==> src/rtl/setpoint_thermostat_ctrl_pkg.sv <==
// Shared types and default timing constants for the set-point / thermostat controller.
package setpoint_thermostat_ctrl_pkg;

    // Control FSM states.
    typedef enum logic [1:0] {
        IDLE = 2'd0,
        HEAT = 2'd1,
        COOL = 2'd2
    } ctrl_state_t;

    // Internal observation bundle: FSM state, edit mode and debounced button levels.
    typedef struct packed {
        ctrl_state_t state;
        logic        set_mode;
        logic        inc_level;
        logic        dec_level;
    } dbg_t;

    // Default timing for a 100 MHz clock.
    localparam int DEF_DEBOUNCE_CYC = 1000000;   // 10 ms
    localparam int DEF_REPEAT_DELAY = 50000000;  // 500 ms
    localparam int DEF_REPEAT_RATE  = 10000000;  // 100 ms
    localparam int DEF_STALE_CYC    = 300000000; // 3 s

    // Width of a counter that must hold the values 0 .. n-1 (never narrower than 1 bit).
    function automatic int cnt_width(input int n);
        return (n < 2) ? 1 : $clog2(n);
    endfunction

endpackage

==> src/rtl/setpoint_thermostat_ctrl_if.sv <==
// Signal bundle between the controller and its surroundings (sensor, buttons, display).
// Handshake: temp_valid_i is a one-cycle strobe with no back-pressure; temp_i is only
// meaningful on the cycle temp_valid_i is high. Buttons and mode_switch are asynchronous levels.
interface setpoint_thermostat_ctrl_if
    import setpoint_thermostat_ctrl_pkg::*;
#(
    parameter int DATA_W = 8
);
    logic              mode_switch;
    logic              btn_inc;
    logic              btn_dec;
    logic [DATA_W-1:0] temp_i;
    logic              temp_valid_i;
    logic [DATA_W-1:0] setpoint_o;
    logic [DATA_W-1:0] disp_value_o;
    logic              disp_set_o;
    logic              heat_o;
    logic              cool_o;
    logic              match_o;
    logic              stale_o;
    dbg_t              dbg;

    // Driver side: buttons, mode switch and sensor samples.
    modport master (
        output mode_switch, btn_inc, btn_dec, temp_i, temp_valid_i,
        input  setpoint_o, disp_value_o, disp_set_o, heat_o, cool_o, match_o, stale_o, dbg
    );

    // Controller side.
    modport slave (
        input  mode_switch, btn_inc, btn_dec, temp_i, temp_valid_i,
        output setpoint_o, disp_value_o, disp_set_o, heat_o, cool_o, match_o, stale_o, dbg
    );
endinterface

==> src/rtl/setpoint_thermostat_ctrl_btn_debounce.sv <==
// Button conditioner: 2-flop synchroniser, level debouncer, rising-edge step pulse and
// optional auto-repeat while held. REPEAT_DELAY = 0 turns auto-repeat off.
module btn_debounce
    import setpoint_thermostat_ctrl_pkg::*;
#(
    parameter int DEBOUNCE_CYC = DEF_DEBOUNCE_CYC,
    parameter int REPEAT_DELAY = DEF_REPEAT_DELAY,
    parameter int REPEAT_RATE  = DEF_REPEAT_RATE
) (
    input  logic clk_i,
    input  logic rst_i,
    input  logic btn_i,
    output logic level_o,
    output logic step_o
);
    localparam int DB_W  = cnt_width(DEBOUNCE_CYC);
    localparam int REP_W = cnt_width((REPEAT_DELAY > REPEAT_RATE) ? REPEAT_DELAY : REPEAT_RATE);
    localparam logic [DB_W-1:0]  DB_LAST    = DB_W'(DEBOUNCE_CYC - 1);
    localparam logic [REP_W-1:0] DELAY_LAST = (REPEAT_DELAY > 0) ? REP_W'(REPEAT_DELAY - 1) : '0;
    localparam logic [REP_W-1:0] RATE_LAST  = (REPEAT_RATE > 0) ? REP_W'(REPEAT_RATE - 1) : '0;

    logic [1:0]       sync_q;
    logic             level_q;
    logic             level_d_q;
    logic [DB_W-1:0]  db_cnt_q;
    logic [REP_W-1:0] rep_cnt_q;
    logic             repeating_q;
    logic             step_q;
    logic [REP_W-1:0] rep_last;

    // First repeat waits REPEAT_DELAY cycles after the edge, later ones REPEAT_RATE.
    assign rep_last = repeating_q ? RATE_LAST : DELAY_LAST;

    // Synchronise, then accept a new level only after DEBOUNCE_CYC consecutive differing samples.
    always_ff @(posedge clk_i) begin
        if (rst_i) begin
            sync_q   <= 2'b00;
            level_q  <= 1'b0;
            db_cnt_q <= '0;
        end else begin
            sync_q <= {sync_q[0], btn_i};
            if (sync_q[1] == level_q) begin
                db_cnt_q <= '0;
            end else if (db_cnt_q == DB_LAST) begin
                level_q  <= sync_q[1];
                db_cnt_q <= '0;
            end else begin
                db_cnt_q <= db_cnt_q + 1'b1;
            end
        end
    end

    // One step on the debounced rising edge, then auto-repeat steps while the level stays high.
    always_ff @(posedge clk_i) begin
        if (rst_i) begin
            level_d_q   <= 1'b0;
            step_q      <= 1'b0;
            rep_cnt_q   <= '0;
            repeating_q <= 1'b0;
        end else begin
            level_d_q <= level_q;
            step_q    <= 1'b0;
            if (level_q && !level_d_q) begin
                step_q      <= 1'b1;
                rep_cnt_q   <= '0;
                repeating_q <= 1'b0;
            end else if (level_q && (REPEAT_DELAY > 0)) begin
                if (rep_cnt_q == rep_last) begin
                    step_q      <= 1'b1;
                    rep_cnt_q   <= '0;
                    repeating_q <= 1'b1;
                end else begin
                    rep_cnt_q <= rep_cnt_q + 1'b1;
                end
            end
        end
    end

    assign level_o = level_q;
    assign step_o  = step_q;
endmodule

==> src/rtl/setpoint_thermostat_ctrl.sv <==
// Set-point editor and hysteresis thermostat sitting between the DHT11 reader and the
// 7-segment driver. Edits happen in a shadow register and are committed on leaving SET mode.
module setpoint_thermostat_ctrl
    import setpoint_thermostat_ctrl_pkg::*;
#(
    parameter int DATA_W       = 8,
    parameter int SET_MIN      = 0,
    parameter int SET_MAX      = 50,
    parameter int SET_DEFAULT  = 25,
    parameter int HYST         = 1,
    parameter int DEBOUNCE_CYC = DEF_DEBOUNCE_CYC,
    parameter int REPEAT_DELAY = DEF_REPEAT_DELAY,
    parameter int REPEAT_RATE  = DEF_REPEAT_RATE,
    parameter int STALE_CYC    = DEF_STALE_CYC
) (
    input logic                       clk_i,
    input logic                       rst_i,
    setpoint_thermostat_ctrl_if.slave bus
);
    localparam logic [DATA_W-1:0] MIN_V   = DATA_W'(SET_MIN);
    localparam logic [DATA_W-1:0] MAX_V   = DATA_W'(SET_MAX);
    localparam logic [DATA_W-1:0] DEF_V   = DATA_W'(SET_DEFAULT);
    localparam logic [DATA_W:0]   HYST_X  = (DATA_W + 1)'(HYST);
    localparam int                STALE_W = cnt_width(STALE_CYC);
    localparam logic [STALE_W-1:0] STALE_LAST = STALE_W'(STALE_CYC - 1);

    logic inc_level, inc_step, dec_level, dec_step, mode_level, mode_step;

    logic [DATA_W-1:0]  shadow_q, setpoint_q, temp_q;
    logic               set_mode_q;
    logic [STALE_W-1:0] stale_cnt_q;
    logic               stale_q;
    ctrl_state_t        state_q;
    logic               heat_q, cool_q, match_q;
    logic [DATA_W:0]    temp_x, set_x;
    logic               leave_set;

    btn_debounce #(.DEBOUNCE_CYC(DEBOUNCE_CYC), .REPEAT_DELAY(REPEAT_DELAY), .REPEAT_RATE(REPEAT_RATE))
        u_inc (.clk_i(clk_i), .rst_i(rst_i), .btn_i(bus.btn_inc), .level_o(inc_level), .step_o(inc_step));
    btn_debounce #(.DEBOUNCE_CYC(DEBOUNCE_CYC), .REPEAT_DELAY(REPEAT_DELAY), .REPEAT_RATE(REPEAT_RATE))
        u_dec (.clk_i(clk_i), .rst_i(rst_i), .btn_i(bus.btn_dec), .level_o(dec_level), .step_o(dec_step));
    btn_debounce #(.DEBOUNCE_CYC(DEBOUNCE_CYC), .REPEAT_DELAY(0), .REPEAT_RATE(1))
        u_mode (.clk_i(clk_i), .rst_i(rst_i), .btn_i(bus.mode_switch), .level_o(mode_level), .step_o(mode_step));

    // Debounced SET->READ transition: commit the shadow value this cycle.
    assign leave_set = set_mode_q && !mode_level;

    // Edit mode tracking, shadow editing with saturation, and commit to the live set-point.
    always_ff @(posedge clk_i) begin
        if (rst_i) begin
            set_mode_q <= 1'b0;
            shadow_q   <= DEF_V;
            setpoint_q <= DEF_V;
        end else begin
            if (leave_set) begin
                set_mode_q <= 1'b0;
                setpoint_q <= shadow_q;
            end else if (mode_step) begin
                // Entering SET mode: start editing from the committed value.
                set_mode_q <= 1'b1;
                shadow_q   <= setpoint_q;
            end else if (set_mode_q) begin
                if (inc_step && !dec_step && (shadow_q < MAX_V)) begin
                    shadow_q <= shadow_q + 1'b1;
                end else if (dec_step && !inc_step && (shadow_q > MIN_V)) begin
                    shadow_q <= shadow_q - 1'b1;
                end
            end
        end
    end

    // Latch each valid sample and track how long since the last one.
    always_ff @(posedge clk_i) begin
        if (rst_i) begin
            temp_q      <= '0;
            stale_cnt_q <= '0;
            stale_q     <= 1'b1;
        end else if (bus.temp_valid_i) begin
            temp_q      <= bus.temp_i;
            stale_cnt_q <= '0;
            stale_q     <= 1'b0;
        end else if (stale_cnt_q == STALE_LAST) begin
            stale_q <= 1'b1;
        end else begin
            stale_cnt_q <= stale_cnt_q + 1'b1;
        end
    end

    // One extra bit so temp + HYST and set + HYST cannot wrap.
    assign temp_x = {1'b0, temp_q};
    assign set_x  = {1'b0, setpoint_q};

    // Hysteresis control FSM with registered heat/cool/match outputs.
    always_ff @(posedge clk_i) begin
        if (rst_i) begin
            state_q <= IDLE;
            heat_q  <= 1'b0;
            cool_q  <= 1'b0;
            match_q <= 1'b0;
        end else begin
            match_q <= !stale_q && (temp_q == setpoint_q);
            if (stale_q) begin
                state_q <= IDLE;
                heat_q  <= 1'b0;
                cool_q  <= 1'b0;
            end else begin
                case (state_q)
                    IDLE: begin
                        if (temp_x + HYST_X < set_x) begin
                            state_q <= HEAT;
                            heat_q  <= 1'b1;
                        end else if (temp_x > set_x + HYST_X) begin
                            state_q <= COOL;
                            cool_q  <= 1'b1;
                        end
                    end
                    HEAT: begin
                        if (temp_x >= set_x) begin
                            state_q <= IDLE;
                            heat_q  <= 1'b0;
                        end
                    end
                    COOL: begin
                        if (temp_x <= set_x) begin
                            state_q <= IDLE;
                            cool_q  <= 1'b0;
                        end
                    end
                    default: begin
                        state_q <= IDLE;
                        heat_q  <= 1'b0;
                        cool_q  <= 1'b0;
                    end
                endcase
            end
        end
    end

    assign bus.setpoint_o   = setpoint_q;
    assign bus.disp_set_o   = set_mode_q;
    assign bus.disp_value_o = set_mode_q ? shadow_q : temp_q;
    assign bus.heat_o       = heat_q;
    assign bus.cool_o       = cool_q;
    assign bus.match_o      = match_q;
    assign bus.stale_o      = stale_q;
    assign bus.dbg          = {state_q, set_mode_q, inc_level, dec_level};
endmodule

==> src/flat_wrapper.sv <==
// flat-port wrapper written by rule: the top's interface ports become plain ports
module setpoint_thermostat_ctrl_flat import setpoint_thermostat_ctrl_pkg::*;
#(
    parameter int DATA_W       = 8,
    parameter int SET_MIN      = 0,
    parameter int SET_MAX      = 50,
    parameter int SET_DEFAULT  = 25,
    parameter int HYST         = 1,
    parameter int DEBOUNCE_CYC = DEF_DEBOUNCE_CYC,
    parameter int REPEAT_DELAY = DEF_REPEAT_DELAY,
    parameter int REPEAT_RATE  = DEF_REPEAT_RATE,
    parameter int STALE_CYC    = DEF_STALE_CYC
)
  (clk_i, rst_i, bus_mode_switch, bus_btn_inc, bus_btn_dec, bus_temp_i, bus_temp_valid_i, bus_setpoint_o, bus_disp_value_o, bus_disp_set_o, bus_heat_o, bus_cool_o, bus_match_o, bus_stale_o, bus_dbg);
  setpoint_thermostat_ctrl_if #(.DATA_W(DATA_W)) bus_i ();
  input logic clk_i;
  input logic rst_i;
  input wire logic [$bits(bus_i.mode_switch)-1:0] bus_mode_switch;
  input wire logic [$bits(bus_i.btn_inc)-1:0] bus_btn_inc;
  input wire logic [$bits(bus_i.btn_dec)-1:0] bus_btn_dec;
  input wire logic [$bits(bus_i.temp_i)-1:0] bus_temp_i;
  input wire logic [$bits(bus_i.temp_valid_i)-1:0] bus_temp_valid_i;
  output wire logic [$bits(bus_i.setpoint_o)-1:0] bus_setpoint_o;
  output wire logic [$bits(bus_i.disp_value_o)-1:0] bus_disp_value_o;
  output wire logic [$bits(bus_i.disp_set_o)-1:0] bus_disp_set_o;
  output wire logic [$bits(bus_i.heat_o)-1:0] bus_heat_o;
  output wire logic [$bits(bus_i.cool_o)-1:0] bus_cool_o;
  output wire logic [$bits(bus_i.match_o)-1:0] bus_match_o;
  output wire logic [$bits(bus_i.stale_o)-1:0] bus_stale_o;
  output wire logic [$bits(bus_i.dbg)-1:0] bus_dbg;
  assign bus_i.mode_switch = bus_mode_switch;
  assign bus_i.btn_inc = bus_btn_inc;
  assign bus_i.btn_dec = bus_btn_dec;
  assign bus_i.temp_i = bus_temp_i;
  assign bus_i.temp_valid_i = bus_temp_valid_i;
  assign bus_setpoint_o = bus_i.setpoint_o;
  assign bus_disp_value_o = bus_i.disp_value_o;
  assign bus_disp_set_o = bus_i.disp_set_o;
  assign bus_heat_o = bus_i.heat_o;
  assign bus_cool_o = bus_i.cool_o;
  assign bus_match_o = bus_i.match_o;
  assign bus_stale_o = bus_i.stale_o;
  assign bus_dbg = bus_i.dbg;
  setpoint_thermostat_ctrl #(.DATA_W(DATA_W), .SET_MIN(SET_MIN), .SET_MAX(SET_MAX), .SET_DEFAULT(SET_DEFAULT), .HYST(HYST), .DEBOUNCE_CYC(DEBOUNCE_CYC), .REPEAT_DELAY(REPEAT_DELAY), .REPEAT_RATE(REPEAT_RATE), .STALE_CYC(STALE_CYC)) u_core (.clk_i(clk_i), .rst_i(rst_i), .bus(bus_i));
endmodule
==> config.mk <==
export PLATFORM = sky130hd
export DESIGN_NAME = setpoint_thermostat_ctrl_flat
export DESIGN_NICKNAME = d
export VERILOG_FILES = /design/src/rtl/setpoint_thermostat_ctrl_pkg.sv /design/src/rtl/setpoint_thermostat_ctrl_if.sv /design/src/rtl/setpoint_thermostat_ctrl_btn_debounce.sv /design/src/rtl/setpoint_thermostat_ctrl.sv /design/src/flat_wrapper.sv
export SDC_FILE = /design/constraint.sdc
export NUM_CORES = 1
export LEC_CHECK = 0
export CAP_MARGIN = 15
export CORE_ASPECT_RATIO = 1.25
export CORE_MARGIN = 2
export CORE_UTILIZATION = 55
export CTS_BUF_LIST = sky130_fd_sc_hd__clkbuf_4 sky130_fd_sc_hd__clkbuf_8
export DETAILED_ROUTE_END_ITERATION = 12
export MAX_ROUTING_LAYER = met4
export PLACE_DENSITY = 0.82
export SLEW_MARGIN = 25
export SYNTH_ARGS = -nofsm -noshare
export SYNTH_HDL_FRONTEND = slang
export SYNTH_SLANG_ARGS = --single-unit
==> constraint.sdc <==
create_clock -name clk_i -period 3.63 [get_ports clk_i]
set_clock_uncertainty 0.05 [all_clocks]
set_input_delay 0.726 -clock clk_i [delete_from_list [all_inputs] [get_ports clk_i]]
set_output_delay 0.726 -clock clk_i [all_outputs]
set_load 0.01 [all_outputs]
# --- After elaboration in Yosys (flattened, before gate mapping) ---
# Index checks and enable logic that the tools add are counted.
classes:
  add_sub_neg: 10
  multipliers: 0
  div_mod_pow: 0
  order_cmp: 6
  eq_ne: 18
  shifts: 0
  muxes: 30
  bitwise_logic: 6
  reduce_logical: 37
ops:
  columns: ["op", "count"]
  rows:
  - ["$mux W26", 4]
  - ["$add A20 B1 Y20 const B", 3]
  - ["$eq A20 B20 Y1 const B", 3]
  - ["$add A26 B1 Y26 const B", 2]
  - ["$eq A26 B26 Y1", 2]
  - ["$mux W8", 5]
  - ["$add A29 B1 Y29 const B", 1]
  - ["$eq A29 B29 Y1 const B", 1]
  - ["$add A8 B1 Y9 const B", 2]
  - ["$mux W1", 14]
  - ["$reduce_and A2 Y1", 5]
  - ["$reduce_or A2 Y1", 5]
  - ["$gt A8 B9 Y1", 1]
  - ["$logic_and A1 B1 Y1", 9]
  - ["$lt A9 B8 Y1", 1]
  - ["$reduce_and A3 Y1", 3]
  - ["$reduce_or A3 Y1", 3]
  - ["$add A8 B1 Y8 const B", 1]
  - ["$eq A8 B8 Y1", 1]
  - ["$ge A8 B8 Y1", 1]
  - ["$gt A8 B1 Y1 const B", 1]
  - ["$le A8 B8 Y1", 1]
  - ["$lt A8 B6 Y1 const B", 1]
  - ["$mux W2", 4]
  - ["other kinds (15)", 33]
totals:
  reg_bits: 189
  latch_bits: 0
  mem_bits_rw: 0
  romBits: 0
  input_bits: 14
  output_inout_bits: 26
  n_memories: 0

# --- Depth between registers and ports, before layout ---
# Gate-level depths: netlist (run 1).
logic_depth:
  ltp_word: 7
  depth_mapped: 12

# --- Hierarchy ---
# From an unflattened synthesis (run 1), not the netlist that was laid out.
unflattened:
  cells_unflattened: 1139
  area_unflattened_um2: 9890.7
by_module_without_submodules:
  columns: ["module", "instances", "cells_per_inst", "area_each_um2", "seq_area_each_um2"]
  rows:
  - ["btn_debounce (u_core.u_dec ...)", 2, 283, 2502.4, 1041.0]
  - ["setpoint_thermostat_ctrl", 1, 455, 3808.7, 1201.2]
  - ["btn_debounce (u_core.u_mode)", 1, 118, 1077.3, 500.5]

# --- Worst setup path before layout (run 1) ---
# Ideal clock, no wire load.
synth_timing:
  path_type: "register -> register"
  start: "reg u_core.setpoint_q[2] (netlist: u_core.bus.setpoint_o[2])"
  end: "reg u_core.cool_q (netlist: u_core.bus.cool_o)"
  setup_ns: 0.115
  arrival_ns: 2.605
  required_time_ns: 3.465
  path_slack_ns: 0.860
  stages_incl_launch_ff: 13
  period_less_slack_ns: 2.770
  cell_sequence: "dfxtp_1 clkbuf_1 nand3_1 nor3_1 nand3_1 xnor2_1 ha_1 nand3_1 nor2_1 a221o_1 o41ai_1 and4b_1 o21a_1"
synth_via:
  elab_chain_len: 4
  elab_cells_between_ends: 8
  classes_between: "1 x add/sub; 3 x order compare; 3 x eq/ne; 1 x reduce/logical"
synth_lines:
  columns: ["item", "line_no", "rtl"]
  rows:
  - ["start, declared", "setpoint_thermostat_ctrl.sv:29", "logic [DATA_W-1:0] shadow_q, setpoint_q, temp_q;"]
  - ["start signal, assigned", "setpoint_thermostat_ctrl.sv:57", "setpoint_q <= shadow_q;"]
  - ["$add A8 B1 Y9", "setpoint_thermostat_ctrl.sv:112", "end else if (temp_x > set_x + HYST_X) begin"]
  - ["$gt A8 B9 Y1", "setpoint_thermostat_ctrl.sv:112", null]
  - ["$ne A2 B1 Y1 (no line)", null, null]
  - ["$reduce_and A4 Y1 (no line) (*)", null, null]
  - ["end signal, assigned", "setpoint_thermostat_ctrl.sv:114", "cool_q <= 1'b1;"]
  - ["end signal, assigned", "setpoint_thermostat_ctrl.sv:126", "cool_q <= 1'b0;"]
  - ["end signal, assigned", "setpoint_thermostat_ctrl.sv:132", "cool_q <= 1'b0;"]
  - ["end, declared", "setpoint_thermostat_ctrl.sv:34", "logic heat_q, cool_q, match_q;"]
# Mark *: on every way between the ends. The rest lies on a longest branch, timed or not.
# A chain may end at the register's enable or synchronous reset.

# --- Worst setup path in the final report (run 1) ---
layout_timing:
  start: "reg u_core.shadow_q[1]"
  end: "reg u_core.shadow_q[7]"
layout_via:
  elab_chain_len: 5
  elab_cells_between_ends: 12
  classes_between: "2 x add/sub; 2 x order compare; 4 x mux; 4 x reduce/logical"
layout_lines:
  columns: ["item", "line_no", "rtl"]
  rows:
  - ["start, declared", "setpoint_thermostat_ctrl.sv:29", null]
  - ["start signal, assigned", "setpoint_thermostat_ctrl.sv:61", "shadow_q <= setpoint_q;"]
  - ["start signal, assigned", "setpoint_thermostat_ctrl.sv:64", "shadow_q <= shadow_q + 1'b1;"]
  - ["start signal, assigned", "setpoint_thermostat_ctrl.sv:66", "shadow_q <= shadow_q - 1'b1;"]
  - ["$sub A8 B1 Y8 or $lt A8 B6 Y1 (tied branches)", "setpoint_thermostat_ctrl.sv:66, setpoint_thermostat_ctrl.sv:63", null]
  - ["$mux W8 or $logic_and A1 B1 Y1 (tied branches)", "setpoint_thermostat_ctrl.sv:65, setpoint_thermostat_ctrl.sv:63", null]
  - ["$mux W8", "setpoint_thermostat_ctrl.sv:63", "if (inc_step && !dec_step && (shadow_q < MAX_V)) begin"]
  - ["$mux W8", "setpoint_thermostat_ctrl.sv:62", "end else if (set_mode_q) begin"]
  - ["$mux W8", "setpoint_thermostat_ctrl.sv:58", "end else if (mode_step) begin"]
# Parallel ways exist; a longest one is shown, timed or not. The select of a mux whose other input is x is not followed.

==> summary.txt, run 1 <==
Outcome
  – Outcome: completed

Floorplan
  – Die area: 17800 um^2
  – Io pins: 40
  – Starting Density: 0.565
  – Core footprint: 16300 um^2
  – Die Height: 149 um
  – Die W: 120 um
  – # rows: 52

Yosys
  – Count of unique library cells instantiated by Yosys: 62
  – Post-synthesis adder-cell area fraction: 0.0537
  – Async S/R FF share, synth: 0
  – Cell Area, Synth: 9230 um^2
  – Synth Area in Compound Gates: 0.0642
  – Combinational family with the most area after synthesis: simple AND/OR/NAND/NOR gates
  – Synth area leader: dfxtp_1
  – Mux contribution to synthesized area: 0.0259
  – Synthesized instance count: 1055
  – Mapped Nets: 1108
  – Post-Synth XOR/XNOR Area: 0.139
  – Main synth FF type: dfxtp_1
  – Avg Synthesized Cell Area: 8.74 um^2
  – #FFs+latches synth: 189
  – Top-count cell post-synth: nor2_1
  – Synth top area share: 0.410
  – Part of the Yosys area used for sequential elements: 0.410
  – Post-synthesis simple-gate area fraction: 0.275
  – Ranking of synthesized cells by area: dfxtp_1 (41%), xor2_1 (8.5%), nor2_1 (7.8%)
  – Synth Warn #: 0
  – Commonest cells post-synth: nor2_1 (191), dfxtp_1 (189), xor2_1 (90)
  – Number of synthesized flops with an enable pin: 0

STA
  – Worst Tran Pin Value: 0.941 ns
  – Total negative slack: 0 ns
  – Relative slew slack: 0.372
  – Max Freq: 0.321 GHz
  – Final setup violation count: 0
  – Final Critical Period: 3.12 ns
  – Pins over their slew limit: 0
  – RSZ-0062 raised after global routing: no
  – Final-report hold violation count: 0
  – Final Cycle Share: 0.859

Clocking
  – CTS Root Cell: clkbuf_8
  – Total CTS buffers: 17
  – CTS Hold Bufs: 0
  – Worst-skew pair later-pin latency: 0.48 ns
  – Clk sinks: 189
  – Post-CTS setup buffers: 0
  – Max clock buf depth: 2
  – # H-tree levels: 4
  – CTS tree: done
  – Post-cts resize count: 0
  – Clock transition at the registers of the reported paths: 0.10 ns

Global route
  – Layer with the highest usage: met2
  – Met1 Track Usage GR: 0.253
  – Vias in the first global route: 6951
  – M3 GR Usage: 0.0401
  – First-pass GRT wire length: 31200 um
  – Initial antenna violation count: 0
  – Largest net degree at the start of global routing: 38
  – Gr ovfl total: 0
  – Met2 GRT Util: 0.367
  – Overall Global Routing Usage: 0.217

Route
  – Pre-Repair DR Iteration Count: 7
  – DRC viols: 0
  – Routed vias: 7223
  – Vias per cell: 5.53
  – Initial DRC Count: 427
  – Routed len/inst: 13.8 um
  – Final WL: 18000 um
  – ANT nets after route: 0

Layout
  – Layout area overhead: 9.40%
  – Multi-input logic area: 5160 um^2
  – Nets@finish: 1131
  – Fraction of layout cells with a size suffix above 1: 0.0504
  – Sequential Area: 3780 um^2
  – # fillers: 1404
  – Diodes inserted: 0
  – Final instance count without filler cells: 1307

Run
  – Number of max-cap violations: 0

Setup path
  – Req. time, crit path: 3.95 ns
  – Worst setup EP type: flop
  – Critical path class: flop to flop
  – Max FO, Critical Path: 9
  – WP data arrival: 3.44 ns
  – Startpoint types: flop

Power and ir drop
  – Sw power: 0.000876 W
  – Clock group share of total power: 0.376
  – Peak supply drop: 0.000222 V
  – Internal power: 0.00273 W
  – Sw frac: 0.243
  – Comb power frac: 0.040
  – Leakage: 3.53 nW
  – Sequential share of power: 0.584
  – Tot Pwr: 0.00360 W
  – Cell area power density: 357 nW/um^2

Min path
  – Hold crit path type: flop to flop

Place
  – Placed insts: 1275
  – Gpl congestion: 0.885
  – # port buffers: 39
  – HPWL Detailed: 12600 um
[sequential cells by signal, summed over array words and instances (netlist names), 2 cells and up]
signal                  cells
u_core.bus.setpoint_o       8
u_core.shadow_q             8
u_core.stale_cnt_q         29
u_core.state_q              2
u_core.temp_q               8
u_core.u_dec.db_cnt_q      20
u_core.u_dec.rep_cnt_q     26
u_core.u_dec.sync_q         2
u_core.u_inc.db_cnt_q      20
u_core.u_inc.rep_cnt_q     26
u_core.u_inc.sync_q         2
u_core.u_mode.db_cnt_q     20
u_core.u_mode.sync_q        2
[power groups by stage]
stage	logic (W)	clock network (W)	registers, W
after CTS	0.000146	0.00139	0.00210
after floorplan	0.0000950	0	0.00215
after global routing	0.000162	0.00147	0.00211
after detailed placement	0.000145	0	0.00215
final	0.000146	0.00135	0.00210
after global placement	0.000141	0	0.00215
[layout by cell type, fill, tap and decap left out, types with 4 or more instances in the layout]
master	Yosys	routed
nor2b_1	18	18
a21oi_1	25	25
inv_6	0	4
xor2_1	90	90
nand4_1	37	37
a211o_1	5	5
a211oi_1	4	4
nor4_1	16	15
or3_1	7	7
clkbuf_8	0	17
ha_1	38	38
mux2_2	7	7
nand2b_1	9	9
nor4b_1	8	8
xnor2_1	56	56
nor2_1	191	191
nor3b_1	6	6
o21a_1	4	4
nand3_1	65	65
inv_1	28	28
nand2_1	73	73
and4_1	14	14
clkdlybuf4s50_1	0	38
mux2i_1	16	16
and3_1	27	27
dfxtp_1	189	189
nor3_1	17	17
a31oi_1	4	4
o21ai_0	19	19
[layer usage]
| layer | part of all wire | routed length, um |
|---|---|---|
| met1 | 0.45 | 8040 |
| met5 | 0 | 0 |
| met3 | 0.030 | 534 |
| met2 | 0.50 | 9050 |
| met4 | 0.022 | 393 |
[worst max-delay path, stage by stage (launching register included)]
cell and delay, ns:
dfxtp_1 0.47, nor3_1 0.12, o2111ai_1 0.79, ha_1 0.39, a211oi_1 0.34, o21ai_0 0.16
a31oi_1 0.26, xnor2_1 0.09, o41ai_1 0.27, a21oi_1 0.06
[path summary, 6_finish.rpt]
| check | slack, ns | to | startpoint | cells after the start |
|---|---|---|---|---|
| worst max register to register | 0.51 | u_core.shadow_q[7]$_SDFFE_PP0P_ | u_core.shadow_q[1]$_SDFFE_PP0P_ | 9 |
| worst min-delay path | 0.35 | u_core.u_mode.step_o$_SDFF_PP0_ | u_core.u_mode.level_d_q$_SDFF_PP0_ | 1 |
| worst max-delay path | 0.51 | u_core.shadow_q[7]$_SDFFE_PP0P_ | u_core.shadow_q[1]$_SDFFE_PP0P_ | 9 |
| worst min register to register | 0.35 | u_core.u_mode.step_o$_SDFF_PP0_ | u_core.u_mode.level_d_q$_SDFF_PP0_ | 1 |
[metrics by stage]
| stage | setup WS (ns) | util | hold WS [ns] | cell area, um^2 |
|---|---|---|---|---|
| finish | 0.513 | 0.618 | 0.347 | 10100 |
| global route | 0.242 | 0.618 | 0.356 | 10100 |
| CTS | 0.536 | 0.617 | 0.353 | 10100 |
| detailed placement | 0.582 | 0.594 | 0.337 | 9700 |
| global placement | 0.704 | 0.594 | 0.324 | 9700 |
| floorplan | 0.860 | - | 0.317 | 9230 |
[cell type report]
class,instances,area share
multi-input cells,802,0.511
flip-flops and latches,189,0.375
repair buffers,40,0.0389
well taps,216,0.0268
clock buffers,19,0.0247
clock inverters,13,0.0129
inverters,28,0.0104
[logic make-up after synthesis]
family	count (synthesis)
adders and majority gates	39
muxes	23
and+or+nand+nor	508
xor gates and xnor gates	146
buffers and inverters	64
AOI/OAI and AO/OA	86
DFF	189
No activity file was read; power rests on OpenSTA's default activity.
==> inputs of run 2 (changes only) <==
Settings changed: CTS_CLUSTER_SIZE from default to 25, TNS_END_PERCENT from default to 30.
==> results of run 2 <==
The final DEF is identical to that of run 1; final timing and power are the same.
